File: src/rtl/regfile_wbq_pkg.sv
// rtl/regfile_wbq_pkg.sv - shared types and widths for the regfile write-back queue
// Contents: RF_ADDR_W, RF_DATA_W, wbq_entry_t {addr, data}.
package regfile_wbq_pkg;

    localparam int RF_ADDR_W = 5;
    localparam int RF_DATA_W = 32;

    typedef struct packed {
        logic [RF_ADDR_W-1:0] addr;
        logic [RF_DATA_W-1:0] data;
    } wbq_entry_t;

endpackage

File: src/rtl/regfile_wbq_match.sv
// rtl/regfile_wbq_match.sv - youngest-match lookup over the pending write entries
// Ports: entries (storage array), rd_ptr (oldest entry), count (occupancy),
//        lk_addr (lookup address) -> lk_hit, lk_data (newest pending data, else 0).
module regfile_wbq_match
    import regfile_wbq_pkg::*;
#(
    parameter int DEPTH = 4
) (
    input  wbq_entry_t [DEPTH-1:0]      entries,
    input  logic [$clog2(DEPTH)-1:0]    rd_ptr,
    input  logic [$clog2(DEPTH):0]      count,
    input  logic [RF_ADDR_W-1:0]        lk_addr,
    output logic                        lk_hit,
    output logic [RF_DATA_W-1:0]        lk_data
);

    localparam int PTR_W = $clog2(DEPTH);
    localparam int CNT_W = PTR_W + 1;

    logic [PTR_W-1:0] idx;

    // Walk entries oldest to youngest starting at rd_ptr; a later match
    // overwrites an earlier one, so the youngest matching entry wins.
    // Validity is derived from age < count, so reset of count alone
    // invalidates everything.
    always_comb begin
        lk_hit  = 1'b0;
        lk_data = '0;
        idx     = '0;
        for (int i = 0; i < DEPTH; i++) begin
            idx = rd_ptr + PTR_W'(i);
            if ((CNT_W'(i) < count) && (lk_addr != '0) && (entries[idx].addr == lk_addr)) begin
                lk_hit  = 1'b1;
                lk_data = entries[idx].data;
            end
        end
    end

endmodule

File: src/rtl/regfile_wb_queue.sv
// rtl/regfile_wb_queue.sv - in-order write-back FIFO in front of a 32x32 regfile write port
// Config macro: REGFILE_WBQ_FWD_EN enables the two lookup (forwarding) ports;
//   when undefined lk_hit*/lk_data* are tied to 0.
// Ports: clk, reset (async, active-high);
//        enq_val/enq_rdy/enq_waddr/enq_wdata - write request in;
//        drain_en -> wen/waddr/wdata - regfile write port out (head entry);
//        lk_addrK -> lk_hitK/lk_dataK - lookup of pending writes, K = 0,1;
//        count - occupancy.
module regfile_wb_queue
    import regfile_wbq_pkg::*;
#(
    parameter int DEPTH = 4
) (
    input  logic                      clk,
    input  logic                      reset,
    input  logic                      enq_val,
    output logic                      enq_rdy,
    input  logic [4:0]                enq_waddr,
    input  logic [31:0]               enq_wdata,
    input  logic                      drain_en,
    output logic                      wen,
    output logic [4:0]                waddr,
    output logic [31:0]               wdata,
    input  logic [4:0]                lk_addr0,
    output logic                      lk_hit0,
    output logic [31:0]               lk_data0,
    input  logic [4:0]                lk_addr1,
    output logic                      lk_hit1,
    output logic [31:0]               lk_data1,
    output logic [$clog2(DEPTH):0]    count
);

    localparam int PTR_W = $clog2(DEPTH);
    localparam int CNT_W = PTR_W + 1;

    wbq_entry_t [DEPTH-1:0] entries_q, entries_d;
    logic [PTR_W-1:0]       wr_ptr_q, wr_ptr_d;
    logic [PTR_W-1:0]       rd_ptr_q, rd_ptr_d;
    logic [CNT_W-1:0]       count_q, count_d;
    logic                   push;
    wbq_entry_t             head;

    assign enq_rdy = (count_q < CNT_W'(DEPTH));
    assign count   = count_q;
    assign head    = entries_q[rd_ptr_q];
    assign wen     = drain_en && (count_q != '0);
    assign waddr   = wen ? head.addr : '0;
    assign wdata   = wen ? head.data : '0;

    // Writes to r0 are handshaken but never stored.
    assign push = enq_val && enq_rdy && (enq_waddr != '0);

    always_comb begin
        entries_d = entries_q;
        wr_ptr_d  = wr_ptr_q;
        rd_ptr_d  = rd_ptr_q;
        count_d   = count_q;
        if (push) begin
            entries_d[wr_ptr_q] = '{addr: enq_waddr, data: enq_wdata};
            wr_ptr_d            = wr_ptr_q + PTR_W'(1);
        end
        if (wen) begin
            rd_ptr_d = rd_ptr_q + PTR_W'(1);
        end
        case ({push, wen})
            2'b10:   count_d = count_q + CNT_W'(1);
            2'b01:   count_d = count_q - CNT_W'(1);
            default: count_d = count_q;
        endcase
    end

    always_ff @(posedge clk or posedge reset) begin
        if (reset) begin
            wr_ptr_q <= '0;
            rd_ptr_q <= '0;
            count_q  <= '0;
        end else begin
            wr_ptr_q <= wr_ptr_d;
            rd_ptr_q <= rd_ptr_d;
            count_q  <= count_d;
        end
    end

    // Payload storage carries no reset; occupancy alone decides validity.
    always_ff @(posedge clk) begin
        entries_q <= entries_d;
    end

`ifdef REGFILE_WBQ_FWD_EN
    regfile_wbq_match #(.DEPTH(DEPTH)) u_match0 (
        .entries (entries_q),
        .rd_ptr  (rd_ptr_q),
        .count   (count_q),
        .lk_addr (lk_addr0),
        .lk_hit  (lk_hit0),
        .lk_data (lk_data0)
    );

    regfile_wbq_match #(.DEPTH(DEPTH)) u_match1 (
        .entries (entries_q),
        .rd_ptr  (rd_ptr_q),
        .count   (count_q),
        .lk_addr (lk_addr1),
        .lk_hit  (lk_hit1),
        .lk_data (lk_data1)
    );
`else
    logic unused_lk_addr;

    assign unused_lk_addr = ^{lk_addr0, lk_addr1};
    assign lk_hit0        = 1'b0;
    assign lk_data0       = '0;
    assign lk_hit1        = 1'b0;
    assign lk_data1       = '0;
`endif

endmodule

File: config.mk
export PLATFORM = sky130hd
export DESIGN_NAME = regfile_wb_queue
export DESIGN_NICKNAME = d
export VERILOG_FILES = /design/src/rtl/regfile_wbq_pkg.sv /design/src/rtl/regfile_wbq_match.sv /design/src/rtl/regfile_wb_queue.sv
export SDC_FILE = /design/constraint.sdc
export NUM_CORES = 1
export LEC_CHECK = 0
export CORE_MARGIN = 5
export CORE_UTILIZATION = 39
export DETAILED_ROUTE_END_ITERATION = 7
export PLACE_DENSITY_LB_ADDON = 0.2
export SETUP_SLACK_MARGIN = 0.5
export SLEW_MARGIN = 30
export SYNTH_ARGS = -nofsm -noshare
export SYNTH_HDL_FRONTEND = slang
export SYNTH_SLANG_ARGS = --single-unit
File: constraint.sdc
create_clock -name clk -period 2.6 [get_ports clk]
set_clock_uncertainty 0.2 [all_clocks]
set_input_delay 0.52 -clock clk [delete_from_list [all_inputs] [get_ports clk]]
set_output_delay 0.52 -clock clk [all_outputs]
set_load 0.03 [all_outputs]
==> flow_metrics.tcl, run 1 <==
set metrics [dict create \
    leakage_uw 0.00313 \
    drv_slew 0 \
    crit_slowest_cell "mux4_2" \
    dp.cells 653 \
    area_delta_synth_final_pct 31.0 \
    cp_cell_sequence "buf_6, clkbuf_16, mux4_2, and2_4, buf_6" \
    maxCapViolCount 0 \
    hold_path.class "in -> reg" \
    vias_per_cell 4.54 \
    synthCells 339 \
    synth_top_cell_by_area "edfxtp_1" \
    grt_pass1_vias 3328 \
    drt-total-wl_microns 12600 \
    clkSlewWorstSetupHoldPaths_ps 60 \
    crit_arrival_ps 1920 \
    via_count 3159 \
    combPwrFrac_pct 40.5 \
    initial_core_util_pct 39.6 \
    grt_max_degree 26 \
    num_rows 47 \
    synth_area_leaders "edfxtp_1, mux4_2, buf_4" \
    postRouteAntennaNets 0 \
    clockBufferDepth 2 \
    die_w_microns 139 \
    cts_tree "built" \
    p_switching_uw 2900 \
    netlist_area_sq_um 6510 \
    fin_cells 696 \
    antenna_cells 0 \
    switching_share_pct 30.9 \
    antenna_found_initial 0 \
    io_buffer_count 82 \
    synth-simple-area-share_pct 4.23 \
    die_area_sq_um 19400 \
    synthMuxAreaShare_pct 13.2 \
    overflow 0 \
    core_area_sq_um 16500 \
    cts_root_buf "clkbuf_16" \
    seq_area_frac_synth_pct 70.9 \
    crit_required_ps 1880 \
    finalPower_uw 9400 \
    cts_made_buffers 17 \
    p_int_uw 6500 \
    synth_common_cells "edfxtp_1, buf_4, and2_1, mux4_2, inv_1" \
    async_flop_share_pct 4.52 \
    grt_pass1_wl_microns 18800 \
    fmax_mhz 379 \
    fin_crit_ps 2640 \
    start_kind "flip-flop" \
    period_share_pct 102 \
    synth_cell_types 22 \
    drt_pass1_iterations 4 \
    htree_levels 4 \
    pwr-share-clk_pct 24.7 \
    synth_edf_count 148 \
    nets 520 \
    clock_sinks 155 \
    irDropWorstVdd_mv 0.630 \
    synth_top_family_by_area "multiplexers" \
    pwr-share-seq_pct 34.8 \
    netlist.area_leader.share_pct 68.2 \
    place.gp.congestion 0.704 \
    violations "negative setup slack" \
    synth-adder-area-share_pct 1.27 \
    drt-initial-drc-count 97 \
    dp_hpwl_microns 7960 \
    p_per_area_nw_per_um2 1100 \
    setup_slack_ps -40.3 \
    crit_path_end_kind "primary output" \
    hold_violations 0 \
    ys_ff_latch 155 \
    synth_flop_cell "edfxtp_1" \
    drcViolationCount 0 \
    syn_area_per_cell_sq_um 19.2 \
    yosysMostFrequentCell "edfxtp_1" \
    path_max_fanout 7 \
    wire_per_inst_microns 18.1 \
    synthXorXnorAreaFrac_pct 0.807 \
    setup_viol 18 \
    run_status "finished with violations" \
    synth_compound_area_share_pct 0.461 \
    insertion_delay_ps 410 \
    cpPeakStageDelay_ps 490 \
    grt_setup_unrepaired "yes" \
    io_pins 159 \
    die_height_microns 139 \
    drive_above_1_share_pct 40.8 \
    cpMostUsedCell "buf_6" \
    yosysWarningCount 0 \
    grt.total_usage_pct 13.0 \
    critPathKind "reg -> out" \
]
## cell families after synthesis
family / Yosys count
simple gates: 44
other cells: 1
fa+ha+maj: 6
flops: 155
compound gates: 2
mux: 39
xor+xnor: 6
buf+inv: 86
## registers in the layout, indices dropped and copies added (netlist names)
| name | cells |
|---|---|
| entries_q | 148 |
| count | 3 |
| wr_ptr_q | 2 |
| rd_ptr_q | 2 |
## power groups by stage
stage | Clock (uW) | Combinational (uW) | Sequential, uW
after floorplan | 0 | 2140 | 3320
after global placement | 0 | 3170 | 3310
after detailed placement | 0 | 3190 | 3340
after CTS | 2370 | 3560 | 3280
after global routing | 2510 | 4060 | 3300
final | 2320 | 3810 | 3270
## cell type report
class	instances	area [sq um]
Sequential cell	155	4620
Inverter	8	30.0
Fill cell	1359	7940
Multi-Input combinational cell	163	1670
Clock inverter	14	130
Timing Repair Buffer	118	1380
Clock buffer	18	429
Tap cell	220	275
## final timing paths
path	from	to	slack [ps]	depth (start not counted)
min	enq_waddr[0]	entries_q[32]	180	2
max in group asynchronous	reset	rd_ptr_q[0]	1740	2
max reg2reg	count[2]	count[2]	670	10
max	rd_ptr_q[0]	wdata[27]	-40	5
min in group asynchronous	reset	count[1]	220	2
min reg2reg	wr_ptr_q[1]	wr_ptr_q[1]	390	1
## cells in the final DEF, fill, tap and decap left out, types with 2 or more instances in the layout
cell             count
and2_2               4
and2_4              37
buf_12              14
buf_2                2
buf_4               15
buf_6               42
buf_8                2
bufinv_16            2
clkbuf_16           20
clkdlybuf4s50_1     35
clkinv_1             3
clkinv_2             4
clkinvlp_4           4
conb_1              66
dfrtp_1              5
dfrtp_2              2
dlygate4sd2_1        4
edfxtp_1           148
ha_1                 4
inv_1                6
inv_2                2
mux4_2              37
xnor2_1              4
xor2_1               2
## repair_timing
| action | in CTS | in global routing |
|---|---|---|
| setup buffers | 4 | 3 |
| resized for setup | 88 | 22 |
| endpoints found under the setup margin | 192 | 40 |
| endpoints found under the hold margin | 0 | 0 |
| hold buffers | 0 | 0 |
| gates cloned | 0 | 4 |
| pin swaps | 8 | 25 |
## worst max-delay path: cells and delay by family (launching register included)
family,cells,cell delay (ps)
buffers and inverters,3,450
flip-flops,1,380
multiplexers,1,490
AND/OR/NAND/NOR,1,180
## per-stage QoR
step	worst slack (ps)	hold slack (ps)	TNS (ps)	area [sq um]	util [%]
after global routing	-119	159	-2560	8530	51.8
after floorplan	119	123	0	6800	-
final	-40.3	183	-251	8530	51.8
after CTS	-73.3	161	-1230	8350	50.7
after global placement	-314	333	-20990	7580	46.0
after detailed placement	-329	342	-20520	7580	46.0
## layer usage
layer | vias to the layer above | global-route usage [%] | routed length [microns]
met5 | - | 0 | 0
met4 | 0 | 4.07 | 130
met3 | 11 | 5.04 | 953
met2 | 137 | 21.5 | 6430
met1 | 1606 | 15.9 | 5060
li1 | 1405 | - | -
No activity file was read; power rests on OpenSTA's default activity.
==> run 2, diff against run 1 <==
SKIP_LAST_GASP = 1   (was unset)
SLEW_MARGIN = unset   (was 30)
==> flow_metrics.tcl, run 2 (synthesis gave the netlist of run 1 again) <==
set metrics [dict create \
    run_status "finished with violations" \
    violations "negative setup slack" \
    start_kind "flip-flop" \
    multiInputGateArea_sq_um 1670 \
    setup_slack_ps -97.3 \
    initial_core_util_pct 39.6 \
    irDropWorstVdd_mv 0.616 \
    wire_per_inst_microns 18.0 \
    htree_levels 4 \
    hold_violations 0 \
    area_delta_synth_final_pct 31.5 \
    grt_setup_unrepaired "yes" \
    die_w_microns 139 \
    largest_register_ffs 148 \
    drt-total-wl_microns 12600 \
    dp_hpwl_microns 7960 \
    drt_pass1_iterations 4 \
    place.gp.congestion 0.704 \
    fin_setup_tns_ps -1970 \
    period_share_pct 104 \
    io_buffer_count 82 \
    switching_share_pct 30.7 \
    pwr-share-seq_pct 34.6 \
    p_per_area_nw_per_um2 1110 \
    overflow 0 \
    die_area_sq_um 19400 \
    maxCapViolCount 0 \
    crit_path_end_kind "primary output" \
    fillers 1361 \
    drive_above_1_share_pct 41.3 \
    vias_per_cell 4.55 \
    clockBufferDepth 2 \
    cts_root_buf "clkbuf_16" \
    drv_slew 0 \
    drt-initial-drc-count 131 \
    ctsHoldBuffers 0 \
    postRouteAntennaNets 0 \
    leakage_uw 0.00315 \
    combPwrFrac_pct 40.8 \
    antenna_found_initial 0 \
    final_cell_mix "edfxtp_1, conb_1, buf_6" \
    crit_arrival_ps 1980 \
    regArea_sq_um 4620 \
    insertion_delay_ps 410 \
    fin_crit_ps 2700 \
    die_height_microns 139 \
    drcViolationCount 0 \
    antenna_cells 0 \
    timing.hold.ws_ps 187 \
    io_pins 159 \
    critPathKind "reg -> out" \
    setup_viol 37 \
    grt_max_degree 26 \
    final_common_cell "edfxtp_1" \
    crit_required_ps 1880 \
    clkSlewWorstSetupHoldPaths_ps 60 \
    grt_pass1_vias 3307 \
    clock_sinks 155 \
    nets 524 \
    cts_tree "built" \
    grt.total_usage_pct 12.9 \
    pwr-share-clk_pct 24.5 \
    max_flop_register "entries_q" \
    num_rows 47 \
    p_switching_uw 2910 \
    path_max_fanout 4 \
    hold_path.class "in -> reg" \
    cts_made_buffers 17 \
    via_count 3182 \
    grt_pass1_wl_microns 18700 \
    p_int_uw 6560 \
    core_area_sq_um 16500 \
    fmax_mhz 371 \
]
[run 2: power groups by stage]
| stage | combinational, uW | clock [uW] | sequential (uW) |
|---|---|---|---|
| final | 3870 | 2320 | 3280 |
| after global routing | 4120 | 2500 | 3310 |
| after global placement | 3170 | 0 | 3310 |
| after detailed placement | 3190 | 0 | 3340 |
| after floorplan | 2140 | 0 | 3320 |
| after CTS | 3250 | 2370 | 3280 |
[run 2: layout make-up]
type	instances	share of cell area, %
Clock inverter	14	1.52
Sequential cell	155	54.0
Multi-Input combinational cell	163	19.5
Timing Repair Buffer	122	16.5
Tap cell	220	3.21
Inverter	8	0.351
Clock buffer	18	5.01
[run 2: per-stage QoR]
step / instances / power [uW] / setup slack (ps) / util [%] / area [sq um]
floorplan: 404 / 5450 / 119 / - / 6800
global placement: 653 / 6480 / -314 / 46.0 / 7580
detailed placement: 653 / 6530 / -329 / 46.0 / 7580
CTS: 689 / 8900 / -101 / 49.6 / 8170
global route: 700 / 9940 / -169 / 52.0 / 8560
finish: 700 / 9470 / -97.3 / 52.0 / 8560
[run 2: worst max-delay path: stages, from the launching register on]
cell and delay (ps):
dfrtp_2 450, buf_6 160, clkbuf_16 150, mux4_2 500, and2_4 170, buf_6 130
[run 2: path summary, 6_finish.rpt]
check	end	from	slack, ps	cells past startpoint
max reg2reg	count[2]	count[2]	670	10
min	entries_q[32]	enq_waddr[0]	190	2
max in group asynchronous	rd_ptr_q[0]	reset	1740	2
min reg2reg	wr_ptr_q[1]	wr_ptr_q[1]	390	1
max	wdata[1]	rd_ptr_q[0]	-100	5
min in group asynchronous	count[1]	reset	220	2
[run 2: repair_timing]
action                                  4_1_cts  5_1_grt
gates cloned                                  0        3
endpoints found under the setup margin      192       41
pin swaps                                     7       28
resized for setup                            23       84
setup buffers                                 4        8
[run 2: routing by layer]
metal	global-route usage, %	vias up	share of wire, %
met3	5.01	10	7.8
met4	4.07	0	1.1
met1	15.8	1624	40
met2	21.4	132	51
li1	-	1416	-
met5	0	-	0
